File: config.mk
export PLATFORM = sky130hd
export DESIGN_NAME = nibble_serial_adder
export DESIGN_NICKNAME = d
export VERILOG_FILES = /design/src/rtl/adder_pkg.sv /design/src/rtl/ripple_carry_adder_4bit.sv /design/src/rtl/nibble_serial_adder.sv
export SDC_FILE = /design/constraint.sdc
export NUM_CORES = 1
export LEC_CHECK = 0
export ABC_AREA = 1
export BUFFER_PORTS_ARGS = -buffer_cell sky130_fd_sc_hd__buf_2
export CAP_MARGIN = 0
export CORE_MARGIN = 3
export CORE_UTILIZATION = 55
export CTS_BUF_LIST = sky130_fd_sc_hd__clkbuf_8
export DETAILED_ROUTE_END_ITERATION = 10
export GPL_ROUTABILITY_DRIVEN = 1
export PLACE_DENSITY = 0.76
export SYNTH_ARGS = -nofsm -noshare
export SYNTH_HDL_FRONTEND = slang
export SYNTH_SLANG_ARGS = --single-unit
export TNS_END_PERCENT = 10
File: constraint.sdc
create_clock -name clk -period 3.6 [get_ports clk]
set_clock_uncertainty 0.15 [all_clocks]
set_input_delay 0.18 -clock clk [delete_from_list [all_inputs] [get_ports clk]]
set_output_delay 0.18 -clock clk [all_outputs]
set_load 0.02 [all_outputs]
File: src/rtl/adder_pkg.sv
// Shared definitions for the nibble-serial adder slice.
//   state_e  : controller state encoding (IDLE, RUN, DONE)
//   NIBBLE_W : width of one adder step, fixed by ripple_carry_adder_4bit
package adder_pkg;

    localparam int unsigned NIBBLE_W = 4;

    typedef enum logic [1:0] {
        IDLE = 2'd0,
        RUN  = 2'd1,
        DONE = 2'd2
    } state_e;

endpackage

File: src/rtl/ripple_carry_adder_4bit.sv
// 4-bit ripple-carry adder, purely combinational.
// Ports:
//   A, B  : 4-bit addends
//   Cin   : carry into bit 0
//   Sum   : 4-bit sum
//   Cout  : carry out of bit 3
module ripple_carry_adder_4bit (
    input  logic [3:0] A,
    input  logic [3:0] B,
    input  logic       Cin,
    output logic [3:0] Sum,
    output logic       Cout
);

    always_comb begin
        logic carry;
        carry = Cin;
        Sum   = '0;
        for (int unsigned i = 0; i < 4; i++) begin
            Sum[i] = A[i] ^ B[i] ^ carry;
            carry  = (A[i] & B[i]) | (carry & (A[i] ^ B[i]));
        end
        Cout = carry;
    end

endmodule

File: src/rtl/nibble_serial_adder.sv
// Multi-word adder that computes in_a + in_b + in_cin one nibble per clock
// through a single shared 4-bit ripple-carry adder, chaining the carry in a
// register between steps.
// Ports:
//   clk, rst             : clock (rising edge), async active-high reset
//   in_valid / in_ready  : operand handshake (in_a, in_b, in_cin)
//   out_valid / out_ready: result handshake (out_sum, out_cout)
// All outputs are registered; a result is held until out_ready is seen.
module nibble_serial_adder #(
    parameter int unsigned WIDTH = 16
) (
    input  logic             clk,
    input  logic             rst,
    input  logic             in_valid,
    output logic             in_ready,
    input  logic [WIDTH-1:0] in_a,
    input  logic [WIDTH-1:0] in_b,
    input  logic             in_cin,
    output logic             out_valid,
    input  logic             out_ready,
    output logic [WIDTH-1:0] out_sum,
    output logic             out_cout
);

    import adder_pkg::*;

    localparam int unsigned NIB  = WIDTH / NIBBLE_W;
    localparam int unsigned IDXW = $clog2(NIB);
    localparam logic [IDXW-1:0] LAST_IDX = IDXW'(NIB - 1);

    state_e                state_q;
    logic [WIDTH-1:0]      a_q;
    logic [WIDTH-1:0]      b_q;
    logic                  c_q;
    logic [IDXW-1:0]       idx_q;
    logic [WIDTH-1:0]      sum_q;
    logic [WIDTH-1:0]      sum_d;
    logic                  cout_q;
    logic                  in_ready_q;
    logic                  out_valid_q;

    logic [NIBBLE_W-1:0]   nib_a;
    logic [NIBBLE_W-1:0]   nib_b;
    logic [NIBBLE_W-1:0]   nib_sum;
    logic                  nib_cout;

    // Current nibble of each captured operand feeds the shared adder.
    assign nib_a = a_q[idx_q*NIBBLE_W +: NIBBLE_W];
    assign nib_b = b_q[idx_q*NIBBLE_W +: NIBBLE_W];

    ripple_carry_adder_4bit u_rca (
        .A    (nib_a),
        .B    (nib_b),
        .Cin  (c_q),
        .Sum  (nib_sum),
        .Cout (nib_cout)
    );

    // Insert the freshly computed nibble into the accumulated sum.
    always_comb begin
        sum_d = sum_q;
        sum_d[idx_q*NIBBLE_W +: NIBBLE_W] = nib_sum;
    end

    always_ff @(posedge clk or posedge rst) begin
        if (rst) begin
            state_q     <= IDLE;
            a_q         <= '0;
            b_q         <= '0;
            c_q         <= 1'b0;
            idx_q       <= '0;
            sum_q       <= '0;
            cout_q      <= 1'b0;
            in_ready_q  <= 1'b1;
            out_valid_q <= 1'b0;
        end else begin
            case (state_q)
                IDLE: begin
                    if (in_valid && in_ready_q) begin
                        a_q        <= in_a;
                        b_q        <= in_b;
                        c_q        <= in_cin;
                        idx_q      <= '0;
                        in_ready_q <= 1'b0;
                        state_q    <= RUN;
                    end
                end
                RUN: begin
                    sum_q <= sum_d;
                    c_q   <= nib_cout;
                    // idx stops at the last nibble rather than wrapping.
                    if (idx_q == LAST_IDX) begin
                        cout_q      <= nib_cout;
                        out_valid_q <= 1'b1;
                        state_q     <= DONE;
                    end else begin
                        idx_q <= idx_q + 1'b1;
                    end
                end
                DONE: begin
                    if (out_ready) begin
                        out_valid_q <= 1'b0;
                        in_ready_q  <= 1'b1;
                        state_q     <= IDLE;
                    end
                end
                default: begin
                    state_q <= IDLE;
                end
            endcase
        end
    end

    assign in_ready  = in_ready_q;
    assign out_valid = out_valid_q;
    assign out_sum   = sum_q;
    assign out_cout  = cout_q;

endmodule

Word-level counts from Yosys, hierarchy flattened --
Index checks and enable logic that the tools add are counted.
Word-level totals: bits in registers 56, bits in latches 0, memory bits (writable) 0, bits in read-only memories 0, bits of input ports 37, output and inout port bits 19, logic and storage cells 70, memories kept 0
Cells by class: add/sub/neg operators 2, multiply operators 0, divide/modulo/power cells 0, $lt $le $gt $ge 0, eq/ne operators 7, shifts and indexed selects 4, multiplexer cells 16, bitwise gates (word level) 20, reduce and logical (&&, ||, !) cells 12
Operator list (number):
- $neg A4 Y34 | 1
- $shift A4 B34 Y16 const A | 1
- $shiftx A4 B34 Y16 | 1
- $shiftx A16 B5 Y4 | 2
- $bwmux W16 | 1
- $reduce_and A3 Y1 | 4
- $mux W2 | 5
- $and A1 B1 Y1 | 8
- $ne A2 B2 Y1 const B | 4
- $xor A1 B1 Y1 | 8
- $pmux W1 S2 | 3
- $pmux W2 S3 | 1
- $reduce_and A2 Y1 | 3
- $reduce_bool A2 Y1 | 3
- $mux W1 | 5
- $eq A2 B2 Y1 const B | 2
- $or A1 B1 Y1 | 4
- $pmux W2 S2 | 1
- $add A2 B1 Y2 const B | 1
- $eq A2 B1 Y1 const B | 1
- $logic_not A2 Y1 | 1
- $logic_and A1 B1 Y1 | 1

Logic depth before layout (Yosys ltp) --
Gate-level depths: netlist of run 1.
word-level depth 11, gate-level depth with buffers 15

Hierarchy --
Synthesis of run 1 repeated with hierarchy kept, for this count alone.
Second synthesis, totals: cells, all modules 339, area total of the unflattened synthesis 2871.5 um^2
By module, submodules not included:
- nibble_serial_adder | times used 1, cells an instance 325, area an instance 2753.9 um^2
- ripple_carry_adder_4bit | times used 1, cells an instance 14, area an instance 117.6 um^2

Worst setup path after synthesis of run 1 --
No wires, ideal clock.
path type register to register, start register idx_q[1], end register sum_q[15], in the netlist out_sum[15], setup time 0.065 ns, arrival 3.026 ns, path slack 0.359 ns, stages on the path, launching flop included 15, path buffers 1, clock period less this slack 3.241 ns, cell sequence dfrtp_1 -> buf_2 -> clkinv_1 -> o211ai_1 -> nand2_1 -> fa_1 -> fa_1 -> fa_1 -> fa_1 -> inv_1 -> nor2_1 -> nand2_1 -> inv_1 -> nand2_1 -> nand2_1
Between the ends: word-level cells in the longest chain between the ends 11, elaborated cells on any way between the ends 23, those cells by class add/sub (1); shift (4); mux (1); bitwise (17)
RTL lines:
- start, declared | line nibble_serial_adder.sv:35 | logic [IDXW-1:0] idx_q;
- start signal, assigned | line nibble_serial_adder.sv:97 | idx_q <= idx_q + 1'b1;
- $shiftx A16 B5 Y4, on equally long branches | line nibble_serial_adder.sv:48, nibble_serial_adder.sv:49
- $xor A1 B1 Y1 | line ripple_carry_adder_4bit.sv:20, ripple_carry_adder_4bit.sv:21
- $and A1 B1 Y1 | line ripple_carry_adder_4bit.sv:21 | carry = (A[i] & B[i]) | (carry & (A[i] ^ B[i]));
- $or A1 B1 Y1 | line ripple_carry_adder_4bit.sv:21
- $and A1 B1 Y1 | line ripple_carry_adder_4bit.sv:21
- $or A1 B1 Y1 | line ripple_carry_adder_4bit.sv:21
- $and A1 B1 Y1 | line ripple_carry_adder_4bit.sv:21
- $or A1 B1 Y1 | line ripple_carry_adder_4bit.sv:21
- $xor A1 B1 Y1 | line ripple_carry_adder_4bit.sv:20 | Sum[i] = A[i] ^ B[i] ^ carry;
- $shiftx A4 B34 Y16 | line nibble_serial_adder.sv:62 | sum_d[idx_q*NIBBLE_W +: NIBBLE_W] = nib_sum;
- $bwmux W16 (*) | line nibble_serial_adder.sv:62
- end signal, assigned | line nibble_serial_adder.sv:89 | sum_q <= sum_d;
- end, declared | line nibble_serial_adder.sv:36 | logic [WIDTH-1:0] sum_q;
Mark *: on every way between the ends. The rest lies on a longest branch, timed or not. A chain may end at the register's enable or synchronous reset.

Final worst setup path of run 1 --
start register idx_q[0], end register sum_q[15], in the netlist out_sum[15]
The elaborated chain is that of the path after synthesis.

==> results.json, run 1 <==
{
  "yosysSeqAreaShare_pct": 49.6,
  "stdcell_count": 506,
  "core-area_sq_um": 4850,
  "pre_cts_ws_ns": 0.327,
  "die_area_sq_um": 6040,
  "ctsResizeCount": 0,
  "layout_common_cells": "145 x nand2_1, 55 x dfrtp_1, 55 x buf_2",
  "place_area_sq_um": 3140,
  "dr.pass1.iters": 4,
  "top_usage_layer": "met2",
  "r2r_start": "idx_q[0]",
  "root_buffer": "clkbuf_8",
  "worstPathMaxFanout": 22,
  "design_area_sq_um": 3590,
  "post_cts_buffers": 0,
  "grt_max_degree": 49,
  "r2r-end": "out_sum[15]",
  "vias": 2512,
  "area_growth_pct": 27.0,
  "crit_path_start_kind": "flop",
  "worstSkewPairLatency_ns": 0.30,
  "reg2reg_slack_ns": 0.28,
  "status": "finished clean",
  "die_w_um": 77.7,
  "layout_setup_ws_ns": 0.280,
  "grtUsageMet3_pct": 3.13,
  "nets": 485,
  "post_synth_num_cell_types": 26,
  "cts_made_buffers": 5,
  "hold_viol_final": 0,
  "fin_crit_ns": 3.32,
  "track_usage_pct": 22.4,
  "maxCapViolCount": 0,
  "synth_cells": 350,
  "ir_drop_uv": 231,
  "min_path_type": "in2reg",
  "syn_area_sq_um": 2830,
  "fillers": 363,
  "slew_violations": 0,
  "use_met1_pct": 27.7,
  "syn_nets": 397,
  "start_util_pct": 58.4,
  "fin_crit_sh_pct": 92.2,
  "drtIter0Drc": 110,
  "wl_per_cell_um": 12.4,
  "setup_tns_ns": 0,
  "io_pins": 56,
  "grt_pass1_vias": 2498,
  "yosys_warnings": 0,
  "regArea_sq_um": 1400,
  "dp_hpwl_um": 4180,
  "wirelength_um": 6290,
  "max_slew_margin_pct": 34.3,
  "num_rows": 25,
  "cts.path.max_buffers": 2,
  "rsz0062_at_grt": "no",
  "p_leak_nw": 1.96,
  "fp.dieH_um": 77.7,
  "io_buffers": 55,
  "setup_violations": 0,
  "layout_commonest_cell": "nand2_1",
  "ant_nets": 0,
  "critPathKind": "reg2reg",
  "multi_input_area_sq_um": 1200,
  "total_power_mw": 1.09,
  "place_congestion": 0.839,
  "hold_depth": 5,
  "startpoint": "idx_q[0]",
  "grt_remaining_overflow": 0,
  "drt-vias-per-instance": 4.96,
  "ys_seq_elements": 56,
  "worstPathArrival_ns": 3.42,
  "tightest_slew_ns": 0.984,
  "postSynthAreaPerCell_sq_um": 8.09,
  "dp_cells": 463,
  "cts.sinks": 56,
  "drc": 0,
  "powerDensity_nw_per_um2": 303,
  "hold_end": "c_q",
  "critPathRequiredTime_ns": 3.70,
  "cts_hold_buf": 35,
  "path_clk_slew_ns": 0.09,
  "drive_gt1_share_pct": 18.0,
  "antenna_found_initial": 0,
  "rr_worst_depth": 14,
  "cts_tree": "built",
  "max_freq_mhz": 301,
  "n_antenna_cell": 0,
  "grt_use_met2_pct": 39.4,
  "grt_first_pass_wirelength_um": 10900,
  "hp-start": "in_valid",
  "cp-end-kind": "flop",
  "htreeDepth": 2
}
## metal layers
metal,wire length (um),vias to the layer above
met1,2820,1151
met4,147,0
li1,-,1286
met3,215,16
met5,0,-
met2,3110,59
## registers in the layout (all words and copies together) (netlist names)
name	cells
out_cout	1
in_ready	1
idx_q	2
out_sum	16
state_q	2
out_valid	1
b_q	16
c_q	1
a_q	16
## power by group
part	internal, mW	switching [mW]	total, mW
Combinational	0.0392	0.0229	0.0621
Clock	0.204	0.194	0.398
Sequential	0.629	0	0.629
Total	0.872	0.217	1.09
## final cells by class
type / count / share of cell area, %
inverters: 35 / 3.66
clock inverters: 3 / 1.08
clock buffers: 5 / 1.92
flip-flops and latches: 56 / 39.0
multi-input cells: 244 / 33.3
repair buffers: 96 / 18.7
well taps: 67 / 2.33
## synthesized netlist by cell type (all sizes together)
cell type | number | share of area, %
o211ai | 16 | 4.2
o21ai | 8 | 1.4
nand3 | 45 | 8.1
a21oi | 1 | 0.18
clkbuf | 1 | 0.13
fa | 4 | 2.8
clkinv | 2 | 0.27
nand2 | 147 | 20
ha | 6 | 2.7
nor2 | 14 | 2.3
nand4 | 2 | 0.44
buf | 14 | 3.4
dfrtp | 55 | 49
dfstp | 1 | 0.93
o31ai | 1 | 0.27
inv | 33 | 4.4
## per-stage QoR
stage	utilization [%]	hold WS, ns
floorplan	-	0.127
global placement	64.7	0.247
detailed placement	64.7	0.244
CTS	74.1	0.105
global route	74.1	0.135
finish	74.1	0.111
## worst max-delay path by stage
| stage | cells past startpoint | slack (ns) | to |
|---|---|---|---|
| 5_1_grt | 12 | 0.03 | out_sum[7] |
| 3_5_place_dp | 14 | 0.33 | out_sum[15] |
| 3_3_place_gp | 14 | 0.42 | out_sum[15] |
| 2_1_floorplan | 14 | 0.36 | out_sum[15] |
| 4_1_cts | 14 | 0.30 | out_sum[15] |
| 6_report | 14 | 0.28 | out_sum[15] |
## critical path, cell delays in order (launching register included)
cell and delay, ns:
dfrtp_1 0.40, inv_2 0.27, nand2_1 0.10, o211ai_1 0.09, nand2_1 0.09, fa_1 0.42, fa_1 0.41, fa_1 0.40
fa_1 0.52, inv_1 0.05, nor2_1 0.12, nand2_1 0.09, inv_1 0.06, nand2_1 0.04, nand2_1 0.06
## cell families (layout without fill, tap and decap cells)
kind of cell | after synthesis | after routing | synth area share (%)
compound gates | 26 | 26 | 6.10
fa+ha+maj | 10 | 10 | 5.48
buf+inv | 50 | 139 | 8.13
flops | 56 | 56 | 49.6
simple gates | 208 | 208 | 30.7
(Power assumes the default switching activity.)
==> inputs of run 2 (changes only) <==
==> constraint.sdc (replaced) <==
create_clock -name clk -period 3.2 [get_ports clk]
set_clock_uncertainty 0.15 [all_clocks]
set_input_delay 0.16 -clock clk [delete_from_list [all_inputs] [get_ports clk]]
set_output_delay 0.16 -clock clk [all_outputs]
set_load 0.02 [all_outputs]
==> run 2 against run 1 <==
  * Final cell count increased by 0.79%
  * Via count increased by 1.8%
  * Routed wire length up 3.6%
  * Sequential share of layout area decreased by 0.48 points
  * Register-to-register slack got worse by 0.09 ns
  * Global-route usage up 1.0 points
  * Critical path type unchanged
  * Largest power group unchanged
==> results.json, run 2 (synthesized netlist as in run 1, its figures left out) <==
{
  "num_rows": 25,
  "stdcell_count": 510,
  "maxCapViolCount": 0,
  "drc": 0,
  "cts_made_buffers": 5,
  "tightest_slew_ns": 0.746,
  "max_freq_mhz": 332,
  "nets": 489,
  "fillers": 390,
  "status": "finished clean",
  "path_buf_inv": 3,
  "hold_viol_final": 0,
  "cts_tree": "built",
  "root_buffer": "clkbuf_8",
  "cts.sinks": 56,
  "crit_path_start_kind": "flop",
  "core-area_sq_um": 4850,
  "start_util_pct": 58.4,
  "worstPathMaxFanout": 9,
  "dp_cells": 465,
  "path_clk_slew_ns": 0.10,
  "cp-end-kind": "flop",
  "fin_crit_sh_pct": 94.2,
  "wirelength_um": 6510,
  "fin_crit_ns": 3.01,
  "use_met1_pct": 29.1,
  "io_buffers": 55,
  "ant_nets": 0,
  "grt_first_pass_wirelength_um": 11300,
  "htreeDepth": 2,
  "slew_violations": 0,
  "vias": 2558,
  "dp_hpwl_um": 4280,
  "place_congestion": 0.782,
  "path_cells": "clkinv_4 -> o211ai_1 -> nand2_1 -> fa_2 -> fa_2 -> fa_2 -> fa_1 -> inv_1 -> nor2_2 -> nand2_1 -> inv_1 -> nand2_1 -> nand2_1",
  "grtUsageMet3_pct": 4.99,
  "drtIter0Drc": 124,
  "wl_per_cell_um": 12.8,
  "io_pins": 56,
  "worstSkewPairLatency_ns": 0.32,
  "max_slew_margin_pct": 50.2,
  "critPathMaxStageDelay_ns": 0.54,
  "powerDensity_nw_per_um2": 342,
  "critPathRequiredTime_ns": 3.31,
  "worst_hold_slack_ns": 0.0817,
  "track_usage_pct": 23.5,
  "die_w_um": 77.7,
  "cts.path.max_buffers": 2,
  "crit_path_top_delay_cell": "fa_1",
  "antenna_found_initial": 0,
  "ir_drop_uv": 221,
  "area_growth_pct": 28.8,
  "dr.pass1.iters": 4,
  "min_path_type": "in2reg",
  "layout_common_cells": "145 x nand2_1, 55 x buf_2, 53 x dfrtp_1",
  "grt_remaining_overflow": 0,
  "p_leak_nw": 1.98,
  "grt_max_degree": 38,
  "worstPathArrival_ns": 3.13,
  "drive_gt1_share_pct": 20.5,
  "setup_violations": 0,
  "critPathKind": "reg2reg",
  "grt_pass1_vias": 2589,
  "cp_top_family": "adder cells",
  "die_area_sq_um": 6040,
  "fp.dieH_um": 77.7,
  "grt_use_met2_pct": 40.4,
  "layout_commonest_cell": "nand2_1",
  "drt-vias-per-instance": 5.02,
  "top_usage_layer": "met2",
  "worst_path_most_repeated_cell": "nand2_1",
  "n_antenna_cell": 0
}
[run 2: cell count changes in the layout (fill, tap and decap cells not counted), moves of 2 or more]
cell     previous run  this run
fa_1                4         1
dfrtp_2             0         2
fa_2                0         3
buf_4               6         9
dfrtp_1            55        53
[run 2: layer usage]
| layer | share of wire [%] | vias to the layer above | wire length [um] |
|---|---|---|---|
| met5 | 0 | - | 0 |
| met4 | 1.5 | 0 | 99 |
| met3 | 4.5 | 9 | 291 |
| met2 | 50 | 60 | 3280 |
| met1 | 44 | 1204 | 2840 |
| li1 | - | 1285 | - |
[run 2: stage by stage]
stage / utilization (%) / cell area, sq um / total power, mW / TNS (ns) / setup WS (ns)
after global routing: 75.2 / 3640 / 1.29 / -0.0139 / -0.0139
final: 75.2 / 3640 / 1.25 / 0 / 0.187
after detailed placement: 65.0 / 3150 / 0.758 / 0 / 0.0254
after floorplan: - / 2830 / 0.732 / 0 / 0.0227
after CTS: 74.6 / 3610 / 1.24 / 0 / 0.00235
after global placement: 65.0 / 3150 / 0.757 / 0 / 0.0617
[run 2: timing repair]
action / 4_1_cts / 5_1_grt
setup buffers: 0 / 1
hold buffers: 35 / 0
gates resized for setup: 0 / 10
endpoints found under the hold margin: 71 / 0
endpoints found under the setup margin: 0 / 4
[run 2: layout make-up]
type                       count  area (sq um)  share of cell area (%)
inverter                      35           138                    3.78
clock inverter                 3          42.5                    1.17
timing repair inverter         1          6.26                   0.172
clock buffer                   5          68.8                    1.89
timing repair buffer          99           693                    19.0
tap                           67          83.8                    2.30
sequential                    56          1410                    38.6
multi-input combinational    244          1210                    33.1
[run 2: path summary, 6_finish.rpt]
path	slack [ns]	start	endpoint	cells past startpoint
min	0.08	in_valid	c_q	5
min reg2reg	0.33	out_valid	out_valid	2
max in group asynchronous	1.75	rst	in_ready	4
max	0.19	idx_q[0]	out_sum[15]	13
max reg2reg	0.19	idx_q[0]	out_sum[15]	13
min in group asynchronous	0.35	rst	b_q[9]	3
[run 2: power breakdown]
group          leakage, nW  switching (mW)  internal [mW]  total (mW)
Sequential           0.758               0          0.707       0.707
Clock               0.0541           0.236          0.232       0.468
Combinational         1.16          0.0271         0.0442      0.0713
[run 2: worst min-delay path, stage by stage]
cell and delay, ns:
buf_2 0.09, nand2_1 0.09, a21oi_1 0.07, nand2_1 0.07, nand2_1 0.04
==> inputs of run 3 (changes only) <==
--- a/config.mk
+++ b/config.mk
@@ -8,12 +8,14 @@
 export ABC_AREA = 1
 export BUFFER_PORTS_ARGS = -buffer_cell sky130_fd_sc_hd__buf_2
 export CAP_MARGIN = 0
+export CELL_PAD_IN_SITES_DETAIL_PLACEMENT = 0
+export CELL_PAD_IN_SITES_GLOBAL_PLACEMENT = 1
 export CORE_MARGIN = 3
-export CORE_UTILIZATION = 55
+export CORE_UTILIZATION = 42
 export CTS_BUF_LIST = sky130_fd_sc_hd__clkbuf_8
 export DETAILED_ROUTE_END_ITERATION = 10
 export GPL_ROUTABILITY_DRIVEN = 1
-export PLACE_DENSITY = 0.76
+export PLACE_DENSITY = 0.78
 export SYNTH_ARGS = -nofsm -noshare
 export SYNTH_HDL_FRONTEND = slang
 export SYNTH_SLANG_ARGS = --single-unit
==> run 3 against run 2 <==
  * Die area up 28%
  * Count of clock-buffer cells in the layout increased by 1
  * Hold slack got worse by 0.062 ns
  * Non-clock buffer count unchanged
  * Sequential share of layout area grew 0.27 points
  * Utilization decreased by 19 points
  * Register-to-register slack worse by 0.06 ns
  * Routed wire length grew 0.11%
  * Global-route usage shrank 5.6 points
  * Maximum frequency decreased by 2.0%
  * Via count is 1.1% lower
  * Clock power fell by 16%
  * Critical path type unchanged
  * Largest cell class unchanged
==> results.json, run 3 (synthesized netlist as in run 1, its figures left out) <==
{
  "status": "finished clean",
  "area_growth_pct": 27.9,
  "critPathMaxStageDelay_ns": 0.55,
  "worstPathArrival_ns": 3.18,
  "critPathKind": "reg2reg",
  "fin_crit_sh_pct": 96.0,
  "wirelength_um": 6520,
  "grt_remaining_overflow": 0,
  "vias": 2530,
  "worstPathMaxFanout": 5,
  "track_usage_pct": 17.8,
  "hold_viol_final": 0,
  "cts_tree": "built",
  "cts_made_buffers": 5,
  "layout_commonest_cell": "nand2_1",
  "layout_setup_ws_ns": 0.126,
  "fillers": 621,
  "root_buffer": "clkbuf_8",
  "wl_per_cell_um": 12.6,
  "min_path_type": "in2reg",
  "antenna_found_initial": 0,
  "critPathRequiredTime_ns": 3.30,
  "grt_first_pass_wirelength_um": 10800,
  "total_power_mw": 1.17,
  "io_pins": 56,
  "place_congestion": 0.800,
  "max_slew_margin_pct": 51.9,
  "cp-end-kind": "flop",
  "rsz0062_at_grt": "no",
  "path_cells": "buf_4 -> o211ai_1 -> nand2_1 -> fa_1 -> fa_2 -> fa_2 -> fa_1 -> inv_1 -> nor2_1 -> nand2_1 -> inv_1 -> nand2_1 -> nand2_1",
  "max_freq_mhz": 325,
  "crit_path_start_kind": "flop",
  "die_area_sq_um": 7760,
  "dr.pass1.iters": 4,
  "dp_hpwl_um": 4610,
  "fp.dieH_um": 88.1,
  "num_rows": 29,
  "tightest_slew_ns": 0.720,
  "drive_gt1_share_pct": 19.7,
  "ant_nets": 0,
  "core-area_sq_um": 6420,
  "path_clk_slew_ns": 0.09,
  "setup_violations": 0,
  "pre_cts_ws_ns": 0.0445,
  "htreeDepth": 2,
  "grt_pass1_vias": 2366,
  "slew_violations": 0,
  "layout_common_cells": "145 x nand2_1, 55 x buf_2, 53 x dfrtp_1",
  "drtIter0Drc": 98,
  "start_util_pct": 44.1,
  "n_antenna_cell": 0,
  "p_leak_nw": 1.97,
  "die_w_um": 88.1,
  "nets": 488,
  "io_buffers": 55,
  "grt_max_degree": 38,
  "setup_tns_ns": 0,
  "drt-vias-per-instance": 4.87,
  "fin_crit_ns": 3.07,
  "cts.sinks": 56,
  "worstSkewPairLatency_ns": 0.30,
  "crit_path_top_delay_cell": "fa_1",
  "post_cts_buffers": 0,
  "drc": 0,
  "worst_path_most_repeated_cell": "nand2_1",
  "ir_drop_uv": 186,
  "maxCapViolCount": 0,
  "powerDensity_nw_per_um2": 323,
  "cts.path.max_buffers": 2
}
## run 3: cell count changes in the layout (fill, tap and decap cells not counted), sizes merged
cell         previous run  this run
buf                    64        65
inv                    33        35
bufinv                  1         0
dlygate4sd3            35        34
clkbuf                  5         6
clkinv                  4         2
clkinvlp                1         0
## run 3: cell type report
type	count	area, sq um	share of cell area (%)
clock buffers	6	82.6	2.28
flip-flops and latches	56	1410	38.8
repair buffers	99	691	19.1
clock inverters	2	7.51	0.207
multi-input cells	244	1200	33.2
inverters	35	135	3.73
well taps	77	96.3	2.66
## run 3: layer usage
metal / vias up / GRT usage (%) / routed length, um
met5: - / 0 / 0
li1: 1288 / - / -
met1: 1194 / 22.3 / 2940
met3: 6 / 3.10 / 191
met2: 42 / 31.3 / 3300
met4: 0 / 5.91 / 85
## run 3: repair_timing
action	CTS	global route
hold buffers	34	0
resized for setup	0	4
endpoints found under the setup margin	0	4
hold endpoints to repair	66	0
## run 3: power breakdown
| part | internal, mW | switching (mW) | total, mW |
|---|---|---|---|
| Combinational | 0.0440 | 0.0259 | 0.0700 |
| Clock | 0.171 | 0.221 | 0.392 |
| Sequential | 0.707 | 0 | 0.707 |
## run 3: path summary, 6_finish.rpt
path,end,startpoint,cells after the start,slack [ns]
max,out_sum[15],idx_q[1],13,0.13
min,c_q,in_cin,5,0.02
max reg2reg,out_sum[15],idx_q[1],13,0.13
min reg2reg,in_ready,in_ready,2,0.33
max in group asynchronous,a_q[13],rst,4,1.89
min in group asynchronous,out_cout,rst,3,0.36
## run 3: worst max-delay path, delay by kind of cell, from the launching register on
family / cells / cell delay (ns)
compound gates: 1 / 0.08
fa+ha+maj: 4 / 1.66
buf+inv: 3 / 0.27
flops: 1 / 0.46
simple gates: 5 / 0.42
## run 3: metrics by stage
| step | cell area [sq um] | hold WS, ns | std cells | utilization (%) |
|---|---|---|---|---|
| after detailed placement | 3180 | 0.188 | 477 | 49.5 |
| after global routing | 3620 | 0.0365 | 519 | 56.4 |
| final | 3620 | 0.0196 | 519 | 56.4 |
| after CTS | 3610 | 0.0169 | 519 | 56.2 |
| after floorplan | 2830 | 0.107 | 350 | - |
| after global placement | 3180 | 0.179 | 477 | 49.5 |
